<file path="src/rtl/cereal_rx_pkg.sv">
// Shared definitions for the cereal serial blocks: frame width, FSM encodings
// and the baud divisor computation used by both receiver and transmitter.
package cereal_rx_pkg;

    localparam int DATA_BITS = 8;

    typedef enum logic [2:0] {
        ST_IDLE  = 3'd0,
        ST_START = 3'd1,
        ST_DATA  = 3'd2,
        ST_STOP  = 3'd3,
        ST_BREAK = 3'd4
    } rx_state_e;

    function automatic int clks_per_bit(input int clk_hz, input int baud);
        return clk_hz / baud;
    endfunction

endpackage

</file>
<file path="src/rtl/cereal_rx_serial_sync.sv">
// Two-flop synchroniser for an asynchronous input; resets to 1 so an idle-high
// line reads idle straight out of reset.
module serial_sync (
    input  logic clk,
    input  logic rst_n,
    input  logic d,
    output logic q
);

    logic meta;

    always_ff @(posedge clk or negedge rst_n) begin
        if (!rst_n) begin
            meta <= 1'b1;
            q    <= 1'b1;
        end else begin
            meta <= d;
            q    <= meta;
        end
    end

endmodule

</file>
<file path="src/rtl/cereal_rx.sv">
// 8N1 serial receiver: oversampling FSM with a one-entry valid/ack output
// register, framing-error and overrun pulses.
module cereal_rx
    import cereal_rx_pkg::*;
#(
    parameter int CLK_HZ = 100000000,
    parameter int BAUD   = 9600
) (
    input  logic                 sysclk,
    input  logic                 reset,
    input  logic                 serialIn,
    input  logic                 rx_ack,
    output logic [DATA_BITS-1:0] data,
    output logic                 valid,
    output logic                 frame_err,
    output logic                 overrun,
    output logic                 busy
);

    localparam int CLKS_PER_BIT = clks_per_bit(CLK_HZ, BAUD);
    localparam int HALF         = CLKS_PER_BIT / 2;
    localparam int CNT_W        = $clog2(CLKS_PER_BIT);
    localparam int IDX_W        = $clog2(DATA_BITS);

    localparam logic [CNT_W-1:0] CNT_BIT_LAST  = CNT_W'(CLKS_PER_BIT - 1);
    localparam logic [CNT_W-1:0] CNT_HALF_LAST = CNT_W'(HALF - 1);
    localparam logic [IDX_W-1:0] IDX_LAST      = IDX_W'(DATA_BITS - 1);

    logic rx_s;

    rx_state_e            state, state_nxt;
    logic [CNT_W-1:0]     cnt, cnt_nxt;
    logic [IDX_W-1:0]     bit_idx, bit_idx_nxt;
    logic [DATA_BITS-1:0] shreg, shreg_nxt;
    logic                 good_stop, bad_stop;

    serial_sync u_sync (
        .clk   (sysclk),
        .rst_n (reset),
        .d     (serialIn),
        .q     (rx_s)
    );

    always_ff @(posedge sysclk or negedge reset) begin
        if (!reset) begin
            state   <= ST_IDLE;
            cnt     <= '0;
            bit_idx <= '0;
            shreg   <= '0;
        end else begin
            state   <= state_nxt;
            cnt     <= cnt_nxt;
            bit_idx <= bit_idx_nxt;
            shreg   <= shreg_nxt;
        end
    end

    // The counter is zeroed on every transition so each state times from entry.
    always_comb begin
        state_nxt   = state;
        cnt_nxt     = cnt + CNT_W'(1);
        bit_idx_nxt = bit_idx;
        shreg_nxt   = shreg;
        good_stop   = 1'b0;
        bad_stop    = 1'b0;
        case (state)
            ST_IDLE: begin
                cnt_nxt = '0;
                if (!rx_s) state_nxt = ST_START;
            end
            ST_START: begin
                if (cnt == CNT_HALF_LAST) begin
                    cnt_nxt     = '0;
                    bit_idx_nxt = '0;
                    state_nxt   = rx_s ? ST_IDLE : ST_DATA;
                end
            end
            ST_DATA: begin
                if (cnt == CNT_BIT_LAST) begin
                    cnt_nxt     = '0;
                    shreg_nxt   = {rx_s, shreg[DATA_BITS-1:1]};
                    bit_idx_nxt = bit_idx + IDX_W'(1);
                    if (bit_idx == IDX_LAST) state_nxt = ST_STOP;
                end
            end
            ST_STOP: begin
                if (cnt == CNT_BIT_LAST) begin
                    cnt_nxt = '0;
                    if (rx_s) begin
                        good_stop = 1'b1;
                        state_nxt = ST_IDLE;
                    end else begin
                        bad_stop  = 1'b1;
                        state_nxt = ST_BREAK;
                    end
                end
            end
            ST_BREAK: begin
                // Hold off until the line returns high so a stuck-low line
                // is not read as a stream of start bits.
                cnt_nxt = '0;
                if (rx_s) state_nxt = ST_IDLE;
            end
            default: begin
                cnt_nxt   = '0;
                state_nxt = ST_IDLE;
            end
        endcase
    end

    always_ff @(posedge sysclk or negedge reset) begin
        if (!reset) begin
            data      <= '0;
            valid     <= 1'b0;
            frame_err <= 1'b0;
            overrun   <= 1'b0;
        end else begin
            frame_err <= bad_stop;
            overrun   <= 1'b0;
            if (good_stop) begin
                if (!valid || rx_ack) begin
                    data  <= shreg;
                    valid <= 1'b1;
                end else begin
                    overrun <= 1'b1;
                end
            end else if (rx_ack && valid) begin
                valid <= 1'b0;
            end
        end
    end

    assign busy = (state != ST_IDLE);

endmodule

</file>
<file path="config.mk">
export PLATFORM = sky130hd
export DESIGN_NAME = cereal_rx
export DESIGN_NICKNAME = d
export VERILOG_FILES = /design/src/rtl/cereal_rx_pkg.sv /design/src/rtl/cereal_rx_serial_sync.sv /design/src/rtl/cereal_rx.sv
export SDC_FILE = /design/constraint.sdc
export NUM_CORES = 1
export LEC_CHECK = 0
export CAP_MARGIN = 10
export CORE_MARGIN = 5
export CORE_UTILIZATION = 56
export CTS_CLUSTER_DIAMETER = 120
export CTS_CLUSTER_SIZE = 8
export DETAILED_ROUTE_END_ITERATION = 8
export PLACE_DENSITY = 0.88
export RECOVER_POWER = 100
export REMOVE_ABC_BUFFERS = 1
export SLEW_MARGIN = 20
export SYNTH_ARGS = -nofsm -noshare
export SYNTH_HDL_FRONTEND = slang
export SYNTH_HIERARCHICAL = 1
export SYNTH_SLANG_ARGS = --single-unit
export TNS_END_PERCENT = 1
</file>
<file path="constraint.sdc">
create_clock -name sysclk -period 2.63 [get_ports sysclk]
set_input_delay 0.526 -clock sysclk [delete_from_list [all_inputs] [get_ports sysclk]]
set_output_delay 0.526 -clock sysclk [all_outputs]
set_load 0.01 [all_outputs]
</file>
; ---- After elaboration in Yosys (flattened, before gate mapping)
; Cells that the tools add are included.
[totals]
reg_bits = 41
latch_bits = 0
mem_bits_rw = 0
mem_bits_ro = 0
in_bits = 4
output_inout_bits = 12
memories = 0
[op_classes]
addsub = 2
n_mul = 0
div_mod_pow = 0
magnitude_cmp = 0
eq_ne = 14
n_shift = 0
n_mux = 26
n_bitwise = 0
reduce_logical = 13
[ops]
columns = op, count
row1 = 14-bit 2-to-1 mux, 2
row2 = 14-bit case mux with 2 select lines, 1
row3 = 3-bit 2-to-1 mux, 9
row4 = 3-bit case mux with 5 select lines, 1
row5 = "14-bit by 1-bit adder with 14-bit output, second input constant", 1
row6 = "14-bit by 13-bit == test with 1-bit output, second input constant", 1
row7 = "14-bit == test, second input constant", 1
row8 = 1-bit 2-to-1 mux, 11
row9 = "2-bit != test, second input constant", 5
row10 = "3-bit by 2-bit == test with 1-bit output, second input constant", 2
row11 = "3-bit == test, second input constant", 2
row12 = 3-bit case mux with 2 select lines, 1
row13 = 2-bit AND reduction, 3
row14 = 6-bit AND reduction, 1
row15 = "2-bit by 1-bit != test with 1-bit output, second input constant", 2
row16 = 2-bit nonzero test, 2
row17 = "3-bit by 1-bit adder with 3-bit output, second input constant", 1
row18 = "3-bit by 1-bit == test with 1-bit output, second input constant", 1
row19 = 3-bit zero test, 1
row20 = 3-bit AND reduction, 1
row21 = 3-bit nonzero test, 1
row22 = 2-bit 2-to-1 mux, 1
row23 = 2-bit OR reduction, 1
row24 = 1-bit logical AND, 1
row25 = other kinds (2), 2

; ---- Longest topological paths before layout
[depth]
ltp_word = 5
depth_mapped = 7
depth_no_buf = 5

; ---- Modules after synthesis
; The synthesis kept the hierarchy.
[modules_own_cells]
columns = mod, n_inst, cells_each, area_each_um2
row1 = cereal_rx, 1, 156, 1856.8
row2 = serial_sync, 1, 2, 52.6

; ---- Least setup slack after synthesis
; OpenSTA, ideal clock, no wires.
[synth_timing]
kind = reg-to-reg
from = reg cnt[0]
to = reg shreg[0]
setup_ns = 0.125
arrival_ns = 1.746
t_required_ns = 2.505
path_slack_ns = 0.760
stages_incl_launch_ff = 7
path_buffers = 1
synth_period_minus_slack_ns = 1.870
cell_sequence = dfrtp_1 > ha_1 > and4_1 > and4b_2 > and2_1 > clkbuf_1 > mux2_2
[synth_via]
elab_chain_cells = 2
[synth_lines]
columns = item, line
row1 = from (decl), cereal_rx.sv:32  ; logic [CNT_W-1:0] cnt, cnt_nxt;
row2 = from (signal assigned), cereal_rx.sv:52  ; cnt <= cnt_nxt;
row3 = 14-bit == test, cereal_rx.sv:79  ; if (cnt == CNT_BIT_LAST) begin
row4 = 2-bit AND reduction (no line), n/a
row5 = to (signal assigned), cereal_rx.sv:54  ; shreg <= shreg_nxt;
row6 = to (decl), cereal_rx.sv:34  ; logic [DATA_BITS-1:0] shreg, shreg_nxt;
; Every way passes these cells.
; A chain may end at the register's enable or synchronous reset.

; ---- Worst setup path in the final report
[layout_timing]
from = reg state[2]
to = out busy
[layout_via]
elab_chain_cells = 1
[layout_lines]
columns = item, line
row1 = from (decl), cereal_rx.sv:31  ; rx_state_e state, state_nxt;
row2 = from (signal assigned), cereal_rx.sv:51  ; state <= state_nxt;
row3 = 3-bit nonzero test, cereal_rx.sv:133  ; assign busy = (state != ST_IDLE);
row4 = to (decl), cereal_rx.sv:17  ; output logic busy
; Every way passes these cells.

==> impl_metrics.yaml <==
timing:
  finClkSkew_ns: 0.0127
  finalSetupViolCount: 0
  finalCriticalPeriod_ns: 2.36
  fmax_mhz: 423
  slew_headroom_pct: -36.9
  slew_violations: 42
  hold_viol_final: 0
  tightest_slew_ns: 2.05
  setup-tns-final_ns: 0
  period_share_pct: 89.9
  rsz0062_at_grt: "false"
logic_synthesis:
  synth_cells: 158
  yosysWarnings: 6
  async_flop_share_pct: 100
  synth_edf_count: 0
  synth_seq_area_share_pct: 53.9
  yosysUniqueCellTypes: 40
  synth_area_um2: 1910
  syn_avg_cell_area_um2: 12.1
  yosys_most_used_dff: "dfrtp_1"
  ys_seq_elements: 41
global_route:
  antenna_found_initial: 0
  grt_pass1_wl_um: 6040
  grt_max_degree: 42
  grt_usage_pct: 17.8
  grt_pass1_vias: 1267
  overflow: 0
min_path:
  hold_path.class: "flip-flop to flip-flop"
cells_and_area:
  design_area_um2: 2130
  drive_gt1_share_pct: 19.9
  layout_commonest_cell: "dfrtp_1"
  area_growth_pct: 11.7
  diodes: 0
  fin_cells: 222
  final_cell_mix: "39 x dfrtp_1, 21 x nor2_1, 17 x mux2_2"
  nNetsFinal: 182
route:
  highest_layer: "met4"
  wl_um: 3510
  ant_nets: 0
  met3_length_um: 137
  wl_met1_um: 1540
  vias_per_cell: 5.63
  via_count: 1249
  wl_met2_um: 1760
  first_pass_iters: 4
  drc: 0
  wire_per_inst_um: 15.8
  detail_route.iter0.violations: 76
worst_setup_path:
  worstPathRequired_ns: 2.10
  critPathMaxStageDelay_ns: 0.60
  crit_arrival_ns: 1.84
  cp-start-kind: "flip-flop"
  criticalPathCategory: "flip-flop to primary output"
  crit_slowest_cell: "dlygate4sd3_1"
  cp_max_fo: 8
  crit_chain: "or3_1 -> dlygate4sd3_1"
  cp-end-kind: "primary output"
die:
  core_um2: 3310
  die_w_um: 68.4
  io_pins: 16
  die_area_um2: 4680
  die-height_um: 68.4
  initial_core_util_pct: 57.7
  num_rows: 21
clock_tree:
  cts_tree: "built"
  post_cts_resized: 0
  clockBufferDepth: 2
  cts_sinks: 41
  path_clk_slew_ns: 0.13
  cts_setup_buffers: 0
  clk_latency_ns: 0.36
  htreeDepth: 2
  numCtsBuffers: 5
  clockRootBuffer: "clkbuf_4"
  cts_hold_buf: 0
job:
  maxCapViolCount: 1
placed_design:
  dp.cells: 214
  dpl.hpwl_um: 2420
  port_buffers: 15
  placed_area_um2: 2060
  gp_congestion: 0.872
power_and_ir_drop:
  finalPower_w: 0.00108
  peakVddDrop_mv: 0.327
  p_leak_nw: 1.03
  power.density_nw_per_um2: 504
status:
  violations: "capacitance limit, slew limit"
  outcome: "finished, violations left"
## cells in the mapped netlist, drive strengths merged, types with 3 or more instances
| cell type | number | area (um^2) |
|---|---|---|
| dfrtp | 39 | 976 |
| nor2 | 21 | 78.8 |
| mux2 | 17 | 191 |
| nand2 | 7 | 26.3 |
| xnor2 | 7 | 61.3 |
| nand3 | 6 | 30.0 |
| nand4 | 6 | 52.6 |
| xor2 | 5 | 43.8 |
| buf | 4 | 45.0 |
| and2 | 3 | 18.8 |
| and3 | 3 | 20.0 |
| ha | 3 | 37.5 |
| inv | 3 | 11.3 |
| nor3 | 3 | 15.0 |
| nor4 | 3 | 33.8 |
## kinds of logic (layout without fill, tap and decap cells)
group	after synthesis	in the layout	synth area share, %
flip-flops	41	41	53.9
multiplexers	17	17	10.0
buffers and inverters	8	26	3.15
AND/OR/NAND/NOR	67	67	21.0
adder cells (fa/ha/maj)	3	3	1.97
XOR/XNOR	12	12	5.50
AO/OA/AOI/OAI	10	10	4.52
## worst paths after layout
kind                       slack [ns]        start        to  cells after the start
max                              0.27     state[2]      busy                      2
min                              0.37  u_sync/meta  u_sync/q                      0
max reg2reg                      0.33       cnt[0]  shreg[6]                      5
min reg2reg                      0.37  u_sync/meta  u_sync/q                      0
max in group asynchronous        0.73        reset    cnt[8]                      1
min in group asynchronous        0.73        reset   overrun                      1
## per-stage QoR
step                      util (%)  hold WS [ns]  setup slack (ns)
after global routing          64.4         0.373             0.184
after floorplan                  -         0.230             0.710
after CTS                     64.9         0.282             0.375
final                         64.4         0.369             0.266
after detailed placement      62.3         0.347             0.513
after global placement        62.3         0.348             0.611
## critical path: cells and delay by family, from the launching register on
family | cells | cell delay [ns]
simple gates | 1 | 0.38
flops | 1 | 0.49
buf+inv | 1 | 0.60
## cell type report
cell class | instances | area (um^2)
clock buffer | 5 | 37.5
clock inverter | 3 | 46.3
fill | 276 | 1180
inverter | 3 | 11.3
multi-input combinational | 109 | 807
sequential | 41 | 1030
tap | 46 | 57.6
timing repair buffer | 15 | 144
## sequential cells by signal, indices dropped and copies added, names as in the netlist
signal	flops
frame_err	1
overrun	1
cnt	14
bit_idx	3
data	8
u_sync/q	1
shreg	8
valid	1
state	3
u_sync/meta	1
## power by group
group	total (W)	internal, W	leakage, nW	switching (W)
Clock	0.000425	0.000201	0.0414	0.000223
Combinational	0.0000158	0.00000324	0.437	0.0000125
Sequential	0.000635	0.000633	0.551	0.00000180
## layer usage
layer / vias up / GRT usage (%)
met1: 617 / 23.2
met2: 33 / 28.1
li1: 590 / -
met3: 9 / 5.09
met5: - / 0
met4: 0 / 6.45
(Power assumes the default switching activity.)
==> edit 1, RTL diff (same flow settings) <==
The 5 states of `rx_state_e` get a one-hot encoding in 5 bits.
--- a/src/rtl/cereal_rx_pkg.sv
+++ b/src/rtl/cereal_rx_pkg.sv
@@ -5,10 +5,10 @@
     localparam int DATA_BITS = 8;
 
-    typedef enum logic [2:0] {
-        ST_IDLE  = 3'd0,
-        ST_START = 3'd1,
-        ST_DATA  = 3'd2,
-        ST_STOP  = 3'd3,
-        ST_BREAK = 3'd4
+    typedef enum logic [4:0] {
+        ST_IDLE  = 5'b00001,
+        ST_START = 5'b00010,
+        ST_DATA  = 5'b00100,
+        ST_STOP  = 5'b01000,
+        ST_BREAK = 5'b10000
     } rx_state_e;
 
Formal check against the unedited RTL: same outputs for any inputs over 10 cycles, from zero or initial values and one cycle with reset low; not proved beyond that.
==> edit 1 against the unedited design <==
Area after synthesis is 4.5% higher. Sequential cell count is 2 higher. First-iteration DRC count grew 45%. Worst hold slack got worse by 75 ps. Cell area rose by 4.2%. Worst setup slack worse by 0.62 ps. Wire length increased by 10%.
Power is not compared: it rests on default switching activity, and its combinational part moved more than twofold at a synthesized area within 25%.
==> edit 1: results (changes against the unedited design) <==
Worst hold path class: in2async
Mean area per synthesized cell: 11.4 sq um (-5.6%)
Skew final: 8.66 ps (-4.07 ps)
Total track usage: 16.9% (-0.93 points)
R2r setup slk: 270 ps (-60 ps)
First-pass GRT wire length: 6540 microns (+8.2%)
Vias in the first global route: 1,439 (+14%)
Worst r2r path cells: 6 (+1)
Register area share after synthesis: 54.1% (+0.24 points)
CP peak stage delay: 530 ps (-70 ps)
Initial DRC count: 110 (+45%)
Status: complete, no violations
FILL cells: 247 (-11%)
Placer Congestion: 0.873 (about the same)
Arrival time worst endpoint: 2610 ps (+770 ps)
Unique cell type count in the Yosys netlist: 42 (+5.0%)
RR Endpoint: state[3]
DR vias/cell: 5.77 (+2.6%)
Hpwl dp: 2950 microns (+22%)
Post-Place Cells: 233 (+8.9%)
Placement Cell Area: 0.00218 sq mm (+5.9%)
Fin nets: 201 (+10%)
Final WS setup: 265 ps (-0.622 ps)
Slowest cell on crit path: nor4b_1
WL final: 3870 microns (+10%)
Ranking of synthesized cells by area: dfrtp_1 50%, mux2_2 9.0%, nor2_1 4.7%
DR WL/cell: 16.0 microns (+1.6%)
edit 1: how the worst max path moves through the flow:
stage | from | endpoint | cells past startpoint
floorplan | cnt[0] | state[3] | 6
global placement | state[1] | bit_idx[0] | 5
detailed placement | state[1] | bit_idx[0] | 5
CTS | state[0] | busy | 3
global route | cnt[0] | state[3] | 6
finish | cnt[0] | state[3] | 6
edit 1: metal layers:
layer	global-route usage (%)	wire, microns
met5	0	0
met4	7.02	46
met1	19.7	1580
met3	4.49	215
met2	29.2	2020
edit 1: cell families after synthesis:
| kind of cell | count (synthesis) | share of synthesized area (%) |
|---|---|---|
| AOI/OAI and AO/OA | 10 | 4.14 |
| adders and majority gates | 3 | 1.88 |
| muxes | 20 | 11.5 |
| DFF | 43 | 54.1 |
| buffers and inverters | 6 | 1.25 |
| and+or+nand+nor | 81 | 21.8 |
| xor gates and xnor gates | 12 | 5.27 |
edit 1: final cells by class:
cell class	instances	area, sq um	share of cell area, %
inverter	3	11.3	0.507
clock buffer	5	37.5	1.69
clock inverter	3	15.0	0.676
multi-input combinational	126	876	39.4
tap	46	57.6	2.59
timing repair buffer	15	145	6.53
sequential	43	1080	48.6
edit 1: worst register-to-register path, delay by kind of cell (launching register included):
family / cells / cell delay, ps
flops: 1 / 410
compound gates: 1 / 190
simple gates: 3 / 1140
fa+ha+maj: 1 / 220
mux: 1 / 320
edit 1: report_power, final:
group	internal (mW)	switching [mW]	total, mW	leakage (nW)
registers	0.717	0.0560	0.773	0.588
clock network	0.0996	0.201	0.300	0.0347
logic	0.173	0.251	0.425	0.415
==> edit 2, RTL diff (same flow settings) <==
Without the edit above. Set the parameter `CLK_HZ` to 400000000 (it was 100000000).
--- a/src/rtl/cereal_rx.sv
+++ b/src/rtl/cereal_rx.sv
@@ -4,5 +4,5 @@
     import cereal_rx_pkg::*;
 #(
-    parameter int CLK_HZ = 100000000,
+    parameter int CLK_HZ = 400000000,
     parameter int BAUD   = 9600
 ) (
Behaviour: same outputs for any inputs over 10 cycles, from zero or initial values and one cycle with reset low; that may be too few to reach the edited logic, so the function may still have changed.
==> edit 2 against the unedited design <==
Count of clock-buffer cells in the layout rose by 1. Final cell count rose by 12%. Total power rose by 1.1%. Sequential cell count rose by 2. Worst setup slack improved by 56 ps. Worst hold slack got worse by 12 ps. Wire length rose by 6.5%. Critical path type is now reg2reg. Combinational power rose by 8%. Area after synthesis rose by 8.4%. Cell area rose by 9.5%. Via count rose by 11%. Largest power group unchanged.
==> edit 2: results (changes against the unedited design) <==
Mean area per synthesized cell: 11.4 sq um (-5.4%)
Ranking of synthesized cells by area: dfrtp_1 50%, mux2_2 9.3%, xnor2_1 3.4%
Placement Cell Area: 0.00226 sq mm (+9.6%)
Fin Hold WS: 357 ps (-11.5 ps)
Final WS setup: 322 ps (+55.9 ps)
CTS clk-pin slew, worst paths: 80 ps (-50 ps)
Inverter count: 5 (+2)
Peak VDD IR: 0.341 mV (+4.0%)
Arrival time worst endpoint: 2490 ps (+650 ps)
Met2 Wirelength: 1850 microns (+5.3%)
Status: complete, no violations
Leak Pwr: 1.05 nW (+2.4%)
Synth Register Bits: 43 (+4.9%)
Xor/xnor share of the synthesized area: 5.50% (about the same)
CP Max Fanout: 9 (+1)
Die width: 70.8 microns (+3.5%)
Clock buffers: 6 (+1)
Multi-input gates: 127 (+17%)
Fraction of area in multi-input gates: 40.1% (+2.2 points)
Total track usage: 16.7% (-1.2 points)
FILL cells: 290 (+5.1%)
Compound-gate portion of the synthesized area: 4.11% (-0.41 points)
Clk Latency, worst-skew pair: 300 ps (-60 ps)
Worst Tran Pin Value: 915 ps (-1140 ps)
Layout area overhead: 12.8%
Top flop regs: cnt x16, data x8, shreg x8
Delay-heaviest family, CP: simple AND/OR/NAND/NOR gates
Vias in the first global route: 1,393 (+9.9%)
Reg2reg start: cnt[2]
Pin count of the biggest net entering global routing: 44 (+4.8%)
DR vias/cell: 5.58 (-0.74%)
Clock network area share: 3.64% (-0.29 points)
Skew final: 9.51 ps (-3.22 ps)
WL final: 3740 microns (+6.5%)
CP peak stage delay: 480 ps (-120 ps)
Net switching power: 0.234 mW (-1.5%)
Unique cell type count in the Yosys netlist: 42 (+5.0%)
Register area share after synthesis: 52.1% (-1.8 points)
Flip-flop and latch area: 0.00108 sq mm (+4.9%)
==> edit 2: power groups by stage <==
stage / sequential (mW) / combinational, mW / clock [mW]
5_1_grt: 0.666 / 0.0205 / 0.438
6_report: 0.666 / 0.0170 / 0.404
3_5_place_dp: 0.679 / 0.0184 / 0
4_1_cts: 0.666 / 0.0182 / 0.409
2_1_floorplan: 0.678 / 0.00170 / 0
3_3_place_gp: 0.679 / 0.0180 / 0
==> edit 2: worst register-to-register path: cells and delay by family (launching register included) <==
| family | cells | cell delay [ps] |
|---|---|---|
| buf+inv | 1 | 340 |
| flops | 1 | 480 |
| mux | 1 | 330 |
| simple gates | 3 | 1040 |
==> edit 2: worst max-delay path by stage <==
| stage | start | to | cells past startpoint |
|---|---|---|---|
| floorplan | cnt[11] | state[0] | 4 |
| global placement | cnt[11] | cnt[1] | 4 |
| detailed placement | cnt[11] | cnt[5] | 4 |
| CTS | cnt[11] | cnt[5] | 4 |
| global route | cnt[2] | data[5] | 5 |
| finish | cnt[2] | data[2] | 5 |
